==> src/rtl/instr_encoder_pkg.sv <==
// Shared types and constants for the RV32I instruction encoder.
// Format codes 000-100 line up with the decoder's ImmSrc selector.
package instr_enc_pkg;

  typedef enum logic [2:0] {
    FMT_I    = 3'b000,
    FMT_S    = 3'b001,
    FMT_B    = 3'b010,
    FMT_U    = 3'b011,
    FMT_J    = 3'b100,
    FMT_LI   = 3'b101,
    FMT_RSV6 = 3'b110,
    FMT_RSV7 = 3'b111
  } fmt_e;

  localparam logic [6:0]  OP_LUI   = 7'b0110111;
  localparam logic [6:0]  OP_IMM   = 7'b0010011;
  localparam logic [31:0] NOP_WORD = 32'h0000_0013;

  localparam logic signed [31:0] I_MIN = -32'sd2048;
  localparam logic signed [31:0] I_MAX =  32'sd2047;
  localparam logic signed [31:0] B_MIN = -32'sd4096;
  localparam logic signed [31:0] B_MAX =  32'sd4094;
  localparam logic signed [31:0] J_MIN = -32'sd1048576;
  localparam logic signed [31:0] J_MAX =  32'sd1048574;

endpackage

==> src/rtl/imm_field_pack.sv <==
// Combinational field packer: scatters the immediate into its instruction
// positions and flags immediates the chosen format cannot represent.
module imm_field_pack
  import instr_enc_pkg::*;
(
  input  fmt_e        fmt,
  input  logic [6:0]  opcode,
  input  logic [4:0]  rd,
  input  logic [4:0]  rs1,
  input  logic [4:0]  rs2,
  input  logic [2:0]  funct3,
  input  logic [31:0] imm,
  output logic [31:0] instr,
  output logic        err
);

  logic signed [31:0] simm;
  assign simm = signed'(imm);

  // NOTE: every output gets a default before the case so no latch is inferred.
  always_comb begin
    instr = NOP_WORD;
    err   = 1'b1;
    case (fmt)
      FMT_I: begin
        instr = {imm[11:0], rs1, funct3, rd, opcode};
        err   = (simm < I_MIN) || (simm > I_MAX);
      end
      FMT_S: begin
        instr = {imm[11:5], rs2, rs1, funct3, imm[4:0], opcode};
        err   = (simm < I_MIN) || (simm > I_MAX);
      end
      FMT_B: begin
        instr = {imm[12], imm[10:5], rs2, rs1, funct3, imm[4:1], imm[11], opcode};
        err   = (simm < B_MIN) || (simm > B_MAX) || imm[0];
      end
      FMT_U: begin
        instr = {imm[31:12], rd, opcode};
        err   = (imm[11:0] != 12'd0);
      end
      FMT_J: begin
        instr = {imm[20], imm[10:1], imm[11], imm[19:12], rd, opcode};
        err   = (simm < J_MIN) || (simm > J_MAX) || imm[0];
      end
      default: begin
        instr = NOP_WORD;
        err   = 1'b1;
      end
    endcase
  end

endmodule

==> src/rtl/instr_encoder.sv <==
// Streaming RV32I encoder: registers one packed word per request, expanding
// li into lui/addi, with a valid/ready stream on both sides.
module instr_encoder
  import instr_enc_pkg::*;
#(
  parameter bit LI_ENABLE = 1'b1
) (
  input  logic        clk,
  input  logic        rst_n,
  input  logic        in_valid,
  output logic        in_ready,
  input  logic [2:0]  in_fmt,
  input  logic [6:0]  in_opcode,
  input  logic [4:0]  in_rd,
  input  logic [4:0]  in_rs1,
  input  logic [4:0]  in_rs2,
  input  logic [2:0]  in_funct3,
  input  logic [31:0] in_imm,
  output logic        out_valid,
  input  logic        out_ready,
  output logic [31:0] out_instr,
  output logic        out_err,
  output logic        out_last
);

  typedef enum logic [1:0] {EMPTY, HOLD, HOLD_FIRST} state_e;

  state_e      state;
  fmt_e        fmt;
  logic        li_mode, li_small, li_lo_zero, two_word, accept;
  logic [19:0] li_hi;

  fmt_e        m_fmt;
  logic [6:0]  m_opcode;
  logic [4:0]  m_rs1;
  logic [2:0]  m_funct3;
  logic [31:0] m_imm;
  logic [31:0] main_instr, second_instr, pending_instr;
  logic        main_err, second_err, pending_err;

  assign fmt        = fmt_e'(in_fmt);
  assign li_mode    = LI_ENABLE && (fmt == FMT_LI);
  assign li_small   = (signed'(in_imm) >= I_MIN) && (signed'(in_imm) <= I_MAX);
  assign li_lo_zero = (in_imm[11:0] == 12'd0);
  // (imm + 0x800) >> 12: bit 11 is exactly the carry out of the low 12 bits.
  assign li_hi      = in_imm[31:12] + {19'd0, in_imm[11]};
  assign two_word   = li_mode && !li_small && !li_lo_zero;

  assign in_ready = rst_n && ((state == EMPTY) || ((state == HOLD) && out_ready));
  assign accept   = in_valid && in_ready;

  always_comb begin
    m_fmt    = fmt;
    m_opcode = in_opcode;
    m_rs1    = in_rs1;
    m_funct3 = in_funct3;
    m_imm    = in_imm;
    if (li_mode) begin
      if (li_small) begin
        m_fmt    = FMT_I;
        m_opcode = OP_IMM;
        m_rs1    = 5'd0;
        m_funct3 = 3'b000;
      end else begin
        m_fmt    = FMT_U;
        m_opcode = OP_LUI;
        m_imm    = {li_hi, 12'd0};
      end
    end
  end

  imm_field_pack u_pack_main (
    .fmt    (m_fmt),
    .opcode (m_opcode),
    .rd     (in_rd),
    .rs1    (m_rs1),
    .rs2    (in_rs2),
    .funct3 (m_funct3),
    .imm    (m_imm),
    .instr  (main_instr),
    .err    (main_err)
  );

  // Second li word: addi rd, rd, sext(imm[11:0]).
  imm_field_pack u_pack_second (
    .fmt    (FMT_I),
    .opcode (OP_IMM),
    .rd     (in_rd),
    .rs1    (in_rd),
    .rs2    (5'd0),
    .funct3 (3'b000),
    .imm    ({{20{in_imm[11]}}, in_imm[11:0]}),
    .instr  (second_instr),
    .err    (second_err)
  );

  // NOTE: sequential state uses non-blocking assignments so every register
  // samples the pre-edge values regardless of statement order.
  always_ff @(posedge clk) begin
    if (!rst_n) begin
      state         <= EMPTY;
      out_valid     <= 1'b0;
      out_instr     <= 32'd0;
      out_err       <= 1'b0;
      out_last      <= 1'b0;
      // NOTE: the pending word is a single register, so it is reset too; a
      // dropped second word can never leak out after reset.
      pending_instr <= 32'd0;
      pending_err   <= 1'b0;
    end else if (accept) begin
      state         <= two_word ? HOLD_FIRST : HOLD;
      out_valid     <= 1'b1;
      out_instr     <= main_instr;
      out_err       <= main_err && !li_mode;
      out_last      <= !two_word;
      pending_instr <= second_instr;
      pending_err   <= second_err;
    end else if (out_ready) begin
      case (state)
        HOLD_FIRST: begin
          state     <= HOLD;
          out_instr <= pending_instr;
          out_err   <= pending_err;
          out_last  <= 1'b1;
        end
        HOLD: begin
          state     <= EMPTY;
          out_valid <= 1'b0;
        end
        default: ;
      endcase
    end
  end

endmodule

==> config.mk <==
export PLATFORM = sky130hd
export DESIGN_NAME = instr_encoder
export DESIGN_NICKNAME = d
export VERILOG_FILES = /design/src/rtl/instr_encoder_pkg.sv /design/src/rtl/imm_field_pack.sv /design/src/rtl/instr_encoder.sv
export SDC_FILE = /design/constraint.sdc
export NUM_CORES = 1
export LEC_CHECK = 0
export ABC_AREA = 0
export ABC_CLOCK_PERIOD_IN_PS = 7900
export CELL_PAD_IN_SITES_DETAIL_PLACEMENT = 0
export CELL_PAD_IN_SITES_GLOBAL_PLACEMENT = 1
export CORE_ASPECT_RATIO = 1.75
export CORE_MARGIN = 2
export CORE_UTILIZATION = 42
export CTS_BUF_LIST = sky130_fd_sc_hd__clkbuf_16
export DETAILED_ROUTE_END_ITERATION = 10
export PLACE_DENSITY = 0.95
export SLEW_MARGIN = 5
export SYNTH_ARGS = -nofsm -noshare
export SYNTH_HDL_FRONTEND = slang
export SYNTH_HIERARCHICAL = 1
export SYNTH_SLANG_ARGS = --single-unit
export TNS_END_PERCENT = 50
==> constraint.sdc <==
create_clock -name clk -period 7.9 [get_ports clk]
set_input_delay 2.37 -clock clk [delete_from_list [all_inputs] [get_ports clk]]
set_output_delay 2.37 -clock clk [all_outputs]
set_load 0.05 [all_outputs]
==> impl_metrics.ini <==
[placed_design]
gp_congestion = 0.8792
dpl_worst_slack_ns = 1.450
portBuffers = 99
dp_hpwl_mm = 12.91

[detailed_routing]
vias = 5875
wire_per_inst_um = 17.96
drcViolationCount = 0
totalWireLength_mm = 17.56
viasPerCell = 6.007
first_iter_violations = 415
drtAntennaViolNets = 0
first_pass_iters = 5

[synthesis]
yosysSeqAreaShare = 0.2595
synth_edf_count = 0
synthArstFlopShare = 0
syn_area_um2 = 5400
synthXorXnorAreaFrac = 0.02919
synth_largest_area_cell = dfxtp_1
netlist_top_cells_area = dfxtp_1 (26%), nand2_1 (8.9%), a22oi_1 (7.5%)
yosys_warnings = 6
synth_compound_area_frac = 0.3100
synth_top_family_by_area = compound AO/OA/AOI/OAI gates
synthSimpleGateAreaFrac = 0.2903
synth.distinct_cells = 56
synthAdderAreaFrac = 0.004634
synth_top_area_frac = 0.2595
syn_inst = 717
yosys_register_bits = 70
avgSynthCellArea_um2 = 7.532
synth-main-ff-cell = dfxtp_1
synthMuxAreaShare = 0.04124

[hold_path]
hp-class = register to register

[finish]
drive_above_1_share = 0.06296
area_growth_pct = 24.51
fillers = 1239
antennaDiodeCount = 0
fin_nets = 873

[timing]
fmax_mhz = 155.3
relSlewSlack = 0.2512
fin_ws_ns = 1.461
tightest_slew_ns = 1.117
rsz0062_at_grt = false
tns_ns = 0
finalSetupViolCount = 0
hold_viol = 0
period_share = 0.8150
period_minus_slack_ns = 6.439
finClkSkew_ns = 0.002379
slew_violations = 0

[cts]
cts.sinks = 70
cts-root-buf = clkbuf_16
cts_tree = done
ctsHoldBuffers = 0
cts_buffer_depth = 2
path_clk_slew_ns = 0.05
h-tree-depth = 3
post_cts_resized = 0
clkLatencyLatePin_ns = 0.33
post-cts-setup-buffers = 0
cts_inserted_buffers = 9

[critical_path]
path_common_cell = clkdlybuf4s50_1
crit_required_ns = 5.53
critPathLaunchType = input port
path_class = input port to output port
path_max_fanout = 4
worstPathArrival_ns = 4.07
worstSetupEndpointType = output port
slowest_stage = clkdlybuf4s50_1
crit_chain = clkdlybuf4s50_1 -> nand2b_1 -> nand2_1 -> nor2_1 -> clkdlybuf4s50_1
max_stage_delay_ns = 0.81

[run]
drv_cap = 0

[global_routing]
grt_pass1_vias = 5560
antenna_found_initial = 0
gr-total-overflow = 0
track_usage = 0.2490
grt_first_pass_wirelength_mm = 28.20
grt_max_degree = 90

[floorplan]
io_pins = 100
core_region_area_um2 = 12500
die_height_um = 154
start_util = 0.4320
die_w_um = 89.72
dieArea_um2 = 13820
num_rows = 54

[power_and_ir_drop]
power_density_nw_per_um2 = 155.4
fin_total_pwr_uw = 1045
leakagePower_uw = 0.002262
vdd.ir_drop.worst_mv = 0.08924

[run_status]
status = finished clean
[cell type report]
| type | instances | area (um^2) | share of cell area |
|---|---|---|---|
| Tap cell | 168 | 210.2 | 0.03126 |
| Timing Repair Buffer | 109 | 1056 | 0.1571 |
| Multi-Input combinational cell | 609 | 3761 | 0.5594 |
| Clock buffer | 9 | 225.2 | 0.03349 |
| Sequential cell | 70 | 1401 | 0.2084 |
| Inverter | 8 | 50.05 | 0.007443 |
| Clock inverter | 5 | 20.02 | 0.002977 |
[Yosys cell counts, drive strengths merged (2+ instances only)]
cell type / instances
a211oi: 4
a21boi: 34
a21o: 4
a22o: 10
a22oi: 54
a311oi: 4
a31o: 2
a31oi: 35
a32o: 2
and2: 14
and3: 4
buf: 14
clkbuf: 40
conb: 2
dfxtp: 70
ha: 2
inv: 8
mux2: 18
mux2i: 2
nand2: 128
nand2b: 13
nand3: 14
nand3b: 2
nand4: 30
nor2: 23
nor2b: 15
nor3: 17
nor4: 27
nor4b: 3
o21a: 11
o21ai: 59
o21bai: 5
o22ai: 19
or3: 2
or4: 5
xnor2: 3
xor2: 15
[cell families after synthesis]
family                   count (synthesis)
AO/OA/AOI/OAI                          245
XOR/XNOR                                18
adder cells (fa/ha/maj)                  2
buffers and inverters                   62
flip-flops                              70
multiplexers                            20
other                                    2
AND/OR/NAND/NOR                        298
[worst max-delay path: cells and delay by family]
kind / cells / cell delay (ns)
buffers and inverters: 2 / 1.33
and+or+nand+nor: 3 / 0.36
[report_power, final]
| part | internal, uW | switching [uW] | total [uW] |
|---|---|---|---|
| sequential | 375 | 10.9 | 386 |
| combinational | 121 | 198 | 319 |
| clock | 203 | 137 | 340 |
| total | 699 | 346 | 1050 |
[layout by cell type, fill, tap and decap left out, drive strengths merged, types with 3 or more instances in the layout]
| cell type | count |
|---|---|
| clkdlybuf4s50 | 97 |
| and2 | 14 |
| o21bai | 5 |
| xnor2 | 3 |
| o22ai | 19 |
| nor4 | 27 |
| a31oi | 35 |
| o21ai | 59 |
| nand4 | 30 |
| and3 | 4 |
| a311oi | 4 |
| or4 | 5 |
| nor2 | 23 |
| a211oi | 4 |
| nor2b | 15 |
| clkinv | 4 |
| inv | 9 |
| nor3 | 17 |
| nor4b | 3 |
| clkbuf | 9 |
| mux2 | 18 |
| o21a | 11 |
| a22oi | 54 |
| nand2 | 128 |
| dfxtp | 70 |
| a21o | 4 |
| buf | 12 |
| conb | 26 |
| a21boi | 34 |
| nand2b | 13 |
| xor2 | 15 |
| nand3 | 14 |
| a22o | 10 |
[stage by stage]
step | hold WS, ns | cells | util | area (um^2)
4_1_cts | 0.4733 | 978 | 0.5379 | 6724
3_3_place_gp | 0.4568 | 964 | 0.5183 | 6479
3_5_place_dp | 0.4681 | 964 | 0.5183 | 6479
6_report | 0.4718 | 978 | 0.5379 | 6724
2_1_floorplan | 0.4291 | 741 | - | 5490
5_1_grt | 0.4976 | 978 | 0.5379 | 6724
[routing by layer]
metal,global-route usage,share of wire
met2,0.4416,0.51
met4,0.1319,0.042
met3,0.02646,0.039
met1,0.2941,0.41
met5,0,0
[flip-flops by register name, summed over array words and instances (netlist names)]
register,count
out_valid,1
out_instr,32
state,2
pending_err,1
out_err,1
pending_instr,32
out_last,1
[final timing paths]
path / from / endpoint / slack, ns / depth (start not counted)
worst min-delay path: pending_instr[13] / pending_instr[13] / 0.47 / 2
worst min register to register: pending_instr[13] / pending_instr[13] / 0.47 / 2
worst max register to register: state[1] / out_instr[16] / 5.91 / 7
worst max-delay path: out_ready / in_ready / 1.46 / 5
Power figures use the tool's default switching activity.
